### config.mk
export PLATFORM = sky130hd
export DESIGN_NAME = packet_transmitter
export DESIGN_NICKNAME = d
export VERILOG_FILES = /design/src/rtl/packet_transmitter.sv
export SDC_FILE = /design/constraint.sdc
export NUM_CORES = 1
export LEC_CHECK = 0
export ABC_AREA = 1
export CAP_MARGIN = 20
export CORE_ASPECT_RATIO = 1.75
export CORE_MARGIN = 5
export CORE_UTILIZATION = 55
export CTS_BUF_LIST = sky130_fd_sc_hd__clkbuf_4 sky130_fd_sc_hd__clkbuf_8
export DETAILED_ROUTE_END_ITERATION = 7
export MAX_ROUTING_LAYER = met4
export PLACE_DENSITY = 0.81
export SYNTH_ARGS = -nofsm -noshare
export SYNTH_HDL_FRONTEND = slang
export SYNTH_SLANG_ARGS = --single-unit
### constraint.sdc
create_clock -name clk -period 2.2 [get_ports clk]
set_input_delay 0.33 -clock clk [delete_from_list [all_inputs] [get_ports clk]]
set_output_delay 0.33 -clock clk [all_outputs]
set_load 0.03 [all_outputs]
### src/rtl/packet_transmitter.sv
// Transmit-side framer and BPSK baseband modulator.
// Sends NUM_REF_REPEATS copies of REF_CODE as a sync preamble, then
// PAYLOAD_BITS payload bits fed byte-wise through a one-entry buffer.
// Each symbol is held for SAMPLES_PER_SYMBOL samples.
//
//   state      | meaning
//   -----------+---------------------------------------------------------
//   S_IDLE     | outputs quiet, buffer may be preloaded, waits for start
//   S_PREAMBLE | reference code chips, MSB first, repeated
//   S_PAYLOAD  | payload bits, MSB first per byte, reloaded every 8 bits
//   S_DONE     | single cycle between frames, buffer closed
//
// The output register samples the modulator state one cycle late, so the
// frame appears one cycle after the state machine enters PREAMBLE and
// done appears one cycle after the machine enters DONE.
module packet_transmitter #(
   parameter int                          REFERENCE_LENGTH   = 15,
   parameter logic [REFERENCE_LENGTH-1:0] REF_CODE           = 15'b111101011001000,
   parameter int                          NUM_REF_REPEATS    = 2,
   parameter int                          PAYLOAD_BITS       = 224,
   parameter int                          SAMPLES_PER_SYMBOL = 4,
   parameter logic signed [7:0]           AMPLITUDE          = 8'sd100
) (
   input  logic              clk,
   input  logic              rst_n,
   input  logic              start,
   input  logic [7:0]        tx_data,
   input  logic              tx_valid,
   output logic              tx_ready,
   output logic signed [7:0] mod_out,
   output logic              chip_out,
   output logic              symbol_clk,
   output logic              tx_active,
   output logic              underrun,
   output logic              done
);

   localparam int SPS      = SAMPLES_PER_SYMBOL;
   localparam int CNT_W    = (SPS > 2) ? $clog2(SPS) : 1;
   localparam int REF_W    = (REFERENCE_LENGTH > 2) ? $clog2(REFERENCE_LENGTH) : 1;
   localparam int SYM_W    = 9;
   localparam int PRE_SYMS = NUM_REF_REPEATS * REFERENCE_LENGTH;

   localparam logic [CNT_W-1:0] SAMPLE_LAST = CNT_W'(SPS - 1);
   localparam logic [CNT_W-1:0] SAMPLE_HALF = CNT_W'(SPS / 2);
   localparam logic [REF_W-1:0] REF_LAST    = REF_W'(REFERENCE_LENGTH - 1);
   localparam logic [SYM_W-1:0] PRE_LAST    = SYM_W'(PRE_SYMS - 1);
   localparam logic [SYM_W-1:0] PAY_LAST    = SYM_W'(PAYLOAD_BITS - 1);

   typedef enum logic [1:0] {
      S_IDLE     = 2'd0,
      S_PREAMBLE = 2'd1,
      S_PAYLOAD  = 2'd2,
      S_DONE     = 2'd3
   } state_t;

   state_t            state_q, state_d;
   logic [CNT_W-1:0]  sample_cnt_q, sample_cnt_d;
   logic [SYM_W-1:0]  sym_cnt_q, sym_cnt_d;
   logic [REF_W-1:0]  ref_idx_q, ref_idx_d;
   logic [7:0]        buf_q, buf_d;
   logic              buf_full_q, buf_full_d;
   logic [7:0]        shift_q, shift_d;
   logic              underrun_q, underrun_d;

   logic signed [7:0] mod_out_q, mod_out_d;
   logic              chip_q, chip_d;
   logic              sym_clk_q, sym_clk_d;
   logic              active_q, active_d;
   logic              done_q, done_d;
   logic              tx_ready_q, tx_ready_d;

   logic              sym_end;
   logic              pre_last;
   logic              pay_last;
   logic              accept;
   logic              load;
   logic [7:0]        load_byte;
   logic              chip_c;

   assign sym_end   = (sample_cnt_q == SAMPLE_LAST);
   assign pre_last  = (state_q == S_PREAMBLE) && sym_end && (sym_cnt_q == PRE_LAST);
   assign pay_last  = (state_q == S_PAYLOAD) && sym_end && (sym_cnt_q == PAY_LAST);
   assign accept    = tx_valid && tx_ready_q;
   // Byte boundary: first sample of every eighth payload bit.
   assign load      = (state_q == S_PAYLOAD) && (sample_cnt_q == '0) && (sym_cnt_q[2:0] == 3'd0);
   assign load_byte = buf_full_q ? buf_q : 8'h00;

   // State and datapath registers, synchronous active-low reset.
   always_ff @(posedge clk) begin
      if (!rst_n) begin
         state_q      <= S_IDLE;
         sample_cnt_q <= '0;
         sym_cnt_q    <= '0;
         ref_idx_q    <= '0;
         buf_q        <= 8'h00;
         buf_full_q   <= 1'b0;
         shift_q      <= 8'h00;
         underrun_q   <= 1'b0;
         mod_out_q    <= '0;
         chip_q       <= 1'b0;
         sym_clk_q    <= 1'b0;
         active_q     <= 1'b0;
         done_q       <= 1'b0;
         tx_ready_q   <= 1'b0;
      end else begin
         state_q      <= state_d;
         sample_cnt_q <= sample_cnt_d;
         sym_cnt_q    <= sym_cnt_d;
         ref_idx_q    <= ref_idx_d;
         buf_q        <= buf_d;
         buf_full_q   <= buf_full_d;
         shift_q      <= shift_d;
         underrun_q   <= underrun_d;
         mod_out_q    <= mod_out_d;
         chip_q       <= chip_d;
         sym_clk_q    <= sym_clk_d;
         active_q     <= active_d;
         done_q       <= done_d;
         tx_ready_q   <= tx_ready_d;
      end
   end

   // Next-state selection.
   always_comb begin
      state_d = state_q;
      case (state_q)
         S_IDLE:     if (start)    state_d = S_PREAMBLE;
         S_PREAMBLE: if (pre_last) state_d = S_PAYLOAD;
         S_PAYLOAD:  if (pay_last) state_d = S_DONE;
         S_DONE:                   state_d = S_IDLE;
         default:                  state_d = S_IDLE;
      endcase
   end

   // Counters, byte buffer, payload shift register and underrun flag.
   always_comb begin
      sample_cnt_d = sample_cnt_q;
      sym_cnt_d    = sym_cnt_q;
      ref_idx_d    = ref_idx_q;
      buf_d        = buf_q;
      buf_full_d   = buf_full_q;
      shift_d      = shift_q;
      underrun_d   = underrun_q;

      if (state_d != state_q) begin
         sample_cnt_d = '0;
         sym_cnt_d    = '0;
         ref_idx_d    = '0;
      end else if (state_q == S_PREAMBLE || state_q == S_PAYLOAD) begin
         if (sym_end) begin
            sample_cnt_d = '0;
            sym_cnt_d    = sym_cnt_q + 1'b1;
            ref_idx_d    = (ref_idx_q == REF_LAST) ? '0 : ref_idx_q + 1'b1;
         end else begin
            sample_cnt_d = sample_cnt_q + 1'b1;
         end
      end

      if (load) begin
         shift_d    = load_byte;
         buf_full_d = 1'b0;
         if (!buf_full_q) underrun_d = 1'b1;
      end else if (state_q == S_PAYLOAD && sym_end) begin
         shift_d = {shift_q[6:0], 1'b0};
      end

      // An accept on a load cycle refills the buffer for the next byte.
      if (accept) begin
         buf_d      = tx_data;
         buf_full_d = 1'b1;
      end

      if (state_q == S_IDLE && start) underrun_d = 1'b0;
   end

   // Output values, registered on the next edge.
   always_comb begin
      chip_c     = 1'b0;
      active_d   = 1'b0;
      case (state_q)
         S_PREAMBLE: begin
            chip_c   = REF_CODE[REF_LAST - ref_idx_q];
            active_d = 1'b1;
         end
         S_PAYLOAD: begin
            // On a load cycle the new byte is not in the shift register yet.
            chip_c   = load ? load_byte[7] : shift_q[7];
            active_d = 1'b1;
         end
         default: begin
            chip_c   = 1'b0;
            active_d = 1'b0;
         end
      endcase
      mod_out_d  = active_d ? (chip_c ? AMPLITUDE : -AMPLITUDE) : 8'sd0;
      chip_d     = active_d && chip_c;
      sym_clk_d  = active_d && (sample_cnt_q < SAMPLE_HALF);
      done_d     = (state_q == S_DONE);
      tx_ready_d = !buf_full_d && (state_d != S_DONE);
   end

   assign tx_ready   = tx_ready_q;
   assign mod_out    = mod_out_q;
   assign chip_out   = chip_q;
   assign symbol_clk = sym_clk_q;
   assign tx_active  = active_q;
   assign underrun   = underrun_q;
   assign done       = done_q;

endmodule

# Yosys cells after proc, flatten, opt, wreduce, memory -nomap -nowiden
# Memories as Yosys holds them, arrays and structs flattened.
# Index checks and enable logic that the tools add are counted.
[word_totals]
wordCells = 71
romBits = 16
mem_count = 1
output_inout_bits = 14
ff_bits = 48
[mem_list]
columns = ["memory", "depth", "word_bits", "read_ports", "rd_clocked_by_memory_dff", "wr", "line_no", "rtl"]
rows = [
  ["(no name shown)", 16, 1, 1, 0, 0, "183", "chip_c = REF_CODE[REF_LAST - ref_idx_q];"],
]
[classes]
add_sub_neg = 4
reduce_logical = 23
muxes = 16
n_eq_ne = 9
magnitude_cmp = 2
bitwise_logic = 2
[ops]
columns = ["operator", "n"]
rows = [
  ["$mux W8", 4],
  ["$logic_and A1 B1 Y1", 11],
  ["$add A9 B1 Y9 const B", 1],
  ["$eq A9 B5 Y1 const B", 1],
  ["$eq A9 B8 Y1 const B", 1],
  ["$mux W2", 4],
  ["$pmux W2 S4", 1],
  ["$eq A2 B2 Y1 const B", 3],
  ["$reduce_and A2 Y1", 3],
  ["$reduce_or A2 Y1", 3],
  ["$lt A4 B5 Y1 const B", 1],
  ["$mux W1", 5],
  ["$add A4 B1 Y4 const B", 1],
  ["$eq A4 B4 Y1 const B", 1],
  ["$logic_not A2 Y1", 2],
  ["$mux W4", 1],
  ["$sub A4 B4 Y4 const A", 1],
  ["$logic_not A3 Y1", 1],
  ["$add A2 B1 Y2 const B", 1],
  ["$eq A2 B1 Y1 const B", 1],
  ["$lt A2 B2 Y1 const B", 1],
  ["$ne A2 B2 Y1", 1],
  ["$ne A2 B2 Y1 const B", 1],
  ["$not A1 Y1", 2],
  ["4 further kinds", 4],
]

# Longest topological paths before layout
[logic_depth]
word_depth = 7
depth_mapped = 13
depth_no_buf = 12

# Worst setup path before layout
# Ideal clock, no wire load.
[synth_path]
kind = "flip-flop to flip-flop"
from = "register state_q[0]"
to = "register sym_cnt_q[8]"
arrival_time_ns = 1.725
path_stages_with_launch = 11
setup_ns = 0.119
period_less_slack_ns = 1.845
slack_ns = 0.355
t_required_ns = 2.081
path_cell_list = "dfxtp_1 > inv_1 > ha_1 > nand2_2 > inv_1 > nand2_1 > nor2_1 > nand3_1 > nor2_1 > xor2_1 > nor3_2"
[synth_via]
elab_chain_cells = 7
elab_cells_between_ends = 16
classes_between = "eq/ne (4); mux (4); reduce/logical (8)"
[synth_lines]
columns = ["element", "line_no", "rtl"]
rows = [
  ["from (decl)", "57", "state_t state_q, state_d;"],
  ["from (signal assigned)", "107", "state_q <= state_d;"],
  ["$eq A2 B2 Y1 / $eq A2 B1 Y1 (equally long branches)", "--", ""],
  ["$logic_and A1 B1 Y1 (on tied branches) (2 in a row)", "83, 82", ""],
  ["$mux W2 (on tied branches)", "130, 129", ""],
  ["$pmux W2 S4", "127", "case (state_q)"],
  ["$ne A2 B2 Y1", "146", "if (state_d != state_q) begin"],
  ["$reduce_or A2 Y1 (no line)", "--", ""],
  ["to (signal assigned)", "109", "sym_cnt_q <= sym_cnt_d;"],
  ["to (decl)", "59", "logic [SYM_W-1:0] sym_cnt_q, sym_cnt_d;"],
]
# Parallel ways exist; a longest one is shown, timed or not.
# A chain may end at the register's enable or synchronous reset.

# Worst setup path in the final report
[layout_path]
from = "register state_q[1]"
to = "register ref_idx_q[3]"
[layout_via]
elab_chain_cells = 7
elab_cells_between_ends = 16
classes_between = "eq/ne (4); mux (4); reduce/logical (8)"
[layout_lines]
columns = ["element", "line_no", "rtl"]
rows = [
  ["$eq A2 B2 Y1 / $eq A2 B1 Y1 (equally long branches)", "--", ""],
  ["$logic_and A1 B1 Y1 (on tied branches) (2 in a row)", "83, 82", ""],
  ["$mux W2 (on tied branches)", "130, 129", ""],
  ["$pmux W2 S4", "127", ""],
  ["$ne A2 B2 Y1", "146", ""],
  ["$reduce_or A2 Y1 (no line)", "--", ""],
  ["to (signal assigned)", "110", "ref_idx_q <= ref_idx_d;"],
  ["to (decl)", "60", "logic [REF_W-1:0] ref_idx_q, ref_idx_d;"],
]
# Parallel ways exist; a longest one is shown, timed or not.

==> flow_summary.yaml <==
setup_path:
  path_class: "reg -> reg"
  cp_slowest_stage_delay_ns: 0.36
  crit_chain: "inv_1 > ha_2 > nand2_1 > nor2_1 > nand3_1 > nand2_1 > nand2_1 > nand2_1 > nand2_2 > nand2_2 > nand3_2 > nor3_2"
  cp-end-kind: "flop"
  worst_ep_required_time_ns: 2.42
  cp-start-kind: "flop"
  cpMostUsedCell: "nand2_1"
  cpMaxStageDelayCell: "dfxtp_2"
  crit_fanout: 7
  crit_arrival_ns: 2.23
drt:
  via_per_inst: 5.17
  antenna_left: 0
  vias: 1780
  drt-initial-drc-count: 43
  wl_per_cell_um: 12.7
  drt_pass1_iterations: 5
  drt-total-wl_mm: 4.35
  drc: 0
synth:
  yosysSeqAreaShare_pct: 40.6
  syn-instance-count: 269
  yosys_register_bits: 43
  post_synth.cell_area_avg_um2: 7.89
  synth_cell_type_count: 28
  synth.yosys.warnings: 0
  syn_area_um2: 2120
final_layout:
  multi_input_area_um2: 1090
  area_growth_pct: 19.5
  fill_cells: 324
  regArea_um2: 863
  nets: 322
  diodes: 0
  drive_gt1_share_pct: 11.8
global_routing:
  grt_use_met2_pct: 34.9
  grt.busiest_layer: "met2"
  grt_pass1_wl_mm: 7.37
  grt_max_degree: 16
  grt_remaining_overflow: 0
  use_met1_pct: 16.1
  grt_use_met3_pct: 3.80
  antenna_found_initial: 0
  grtUsageTotal_pct: 18.2
  grt_pass1_vias: 1729
floorplanning:
  io_pins: 26
  start_util_pct: 56.0
  die_w_um: 57.0
  die_y_um: 92.2
  core_um2: 3790
  die_area_um2: 5250
  rows: 30
sta:
  fin_crit_sh_pct: 91.4
  slew_viol_final: 0
  finalClockSkew_ns: 0.00632
  setup_viol: 0
  rsz0062_at_grt: "false"
  worst_hold_slack_ns: 0.456
  max_freq_mhz: 497
  hold_viol: 0
  tns_ns: 0
  period_needed_ns: 2.01
clock_network:
  post_cts_buffers: 0
  path_clk_slew_ns: 0.08
  cts_tree: "built"
  cts-root-buf: "clkbuf_8"
  numClockSinks: 43
  h-tree-depth: 2
  insertion_delay_ns: 0.30
  cts_max_path_buffers: 2
  cts-buffers-inserted: 5
pwr:
  worst_ir_drop_vdd_mv: 0.874
  leakagePower_nw: 1.03
  finalPower_w: 0.00296
  powerDensity_nw_per_um2: 1170
run:
  max_cap_violations: 0
status:
  status: "completed"
placed_design:
  routabilityCongestion: 0.848
  portBuffers: 23
  hpwl_mm: 3.18
hold_path:
  hold_class: "reg -> reg"
## layout by cell type (no fill, tap or decap), drive strengths merged, types with 5 or more instances in the layout
cell type / count
a21oi: 8
a22oi: 5
clkbuf: 5
clkdlybuf4s50: 23
dfxtp: 43
ha: 15
inv: 34
nand2: 39
nand3: 19
nor2: 39
nor3: 16
o21ai: 24
xor2: 8
## state kept, by name (all words and copies together), names as in the netlist
name	count
buf_full_q	1
buf_q	8
chip_out	1
done	1
mod_out	3
ref_idx_q	4
sample_cnt_q	2
shift_q	8
state_q	2
sym_cnt_q	9
symbol_clk	1
tx_active	1
tx_ready	1
underrun	1
## power by group
group / switching (W) / leakage (nW) / internal (W)
Combinational: 0.000827 / 0.620 / 0.000387
Sequential: 0.0000874 / 0.351 / 0.000928
Clock: 0.000276 / 0.0644 / 0.000453
Total: 0.00119 / 1.03 / 0.00177
## critical path: cells and delay by family, from the launching register on
| kind | cells | cell delay, ns |
|---|---|---|
| and+or+nand+nor | 10 | 1.18 |
| adders and majority gates | 1 | 0.25 |
| buffers and inverters | 1 | 0.15 |
| DFF | 1 | 0.36 |
## through the flow
step / area (um^2) / setup WS (ns) / utilization, % / std cells
detailed placement: 2370 / 0.0948 / 62.6 / 335
global route: 2530 / 0.0124 / 66.9 / 344
CTS: 2510 / 0.0895 / 66.2 / 343
global placement: 2370 / 0.203 / 62.6 / 335
floorplan: 2130 / 0.355 / - / 270
finish: 2530 / 0.189 / 66.9 / 344
## metal layers
metal	up-vias	part of all wire, %
met1	817	37
met5	-	0
met2	31	58
li1	920	-
met4	0	2.6
met3	12	3.0
## cells by family (layout without fill, tap and decap cells)
logic type                 Yosys count  count (layout)  share of synthesized area, %
AOI/OAI and AO/OA                   42              42                          11.1
xor gates and xnor gates             9               9                          3.71
adders and majority gates           15              15                          8.84
buffers and inverters               45              70                          9.43
DFF                                 43              43                          40.6
other                                1               2                         0.177
and+or+nand+nor                    114             115                          26.2
## Yosys cell counts
master	instances	area share (%)
dfxtp_1	43	41
nor3_1	6	1.4
inv_1	34	6.0
nand4_1	2	0.59
a22oi_1	5	1.8
o21a_1	1	0.35
clkinv_1	2	0.35
xnor2_1	1	0.41
xor2_1	8	3.3
buf_4	6	2.1
a2bb2oi_1	1	0.41
nor2_2	2	0.59
nand2_2	5	1.5
nand3_1	17	4.0
o21ai_1	1	0.24
nand3_4	1	0.83
a21oi_1	8	1.9
o21ai_0	23	5.4
conb_1	1	0.18
nand2_1	34	6.0
buf_1	1	0.18
buf_6	1	0.53
buf_2	1	0.24
a221oi_1	1	0.41
nor2_1	37	6.5
a31oi_1	2	0.59
ha_1	15	8.8
nor3_2	10	4.7
## layout make-up
cell class,count,share of cell area (%)
multi-input combinational,183,42.9
inverter,36,5.33
sequential,43,34.1
clock inverter,3,2.67
clock buffer,5,2.71
tap,48,2.37
timing repair buffer,26,9.97
## final timing paths
path                   startpoint      endpoint  slack (ns)  cells past startpoint
setup / recovery       state_q[1]  ref_idx_q[3]        0.19                     12
hold / removal    sample_cnt_q[1]    symbol_clk        0.46                      1
setup reg to reg       state_q[1]  ref_idx_q[3]        0.19                     12
hold reg to reg   sample_cnt_q[1]    symbol_clk        0.46                      1
## what timing repair did
action                     CTS  global route
hold endpoints to repair     0             0
setup endpoints to repair    0            15
resized for setup            0             6
hold buffers                 0             0
Power figures use the tool's default switching activity.
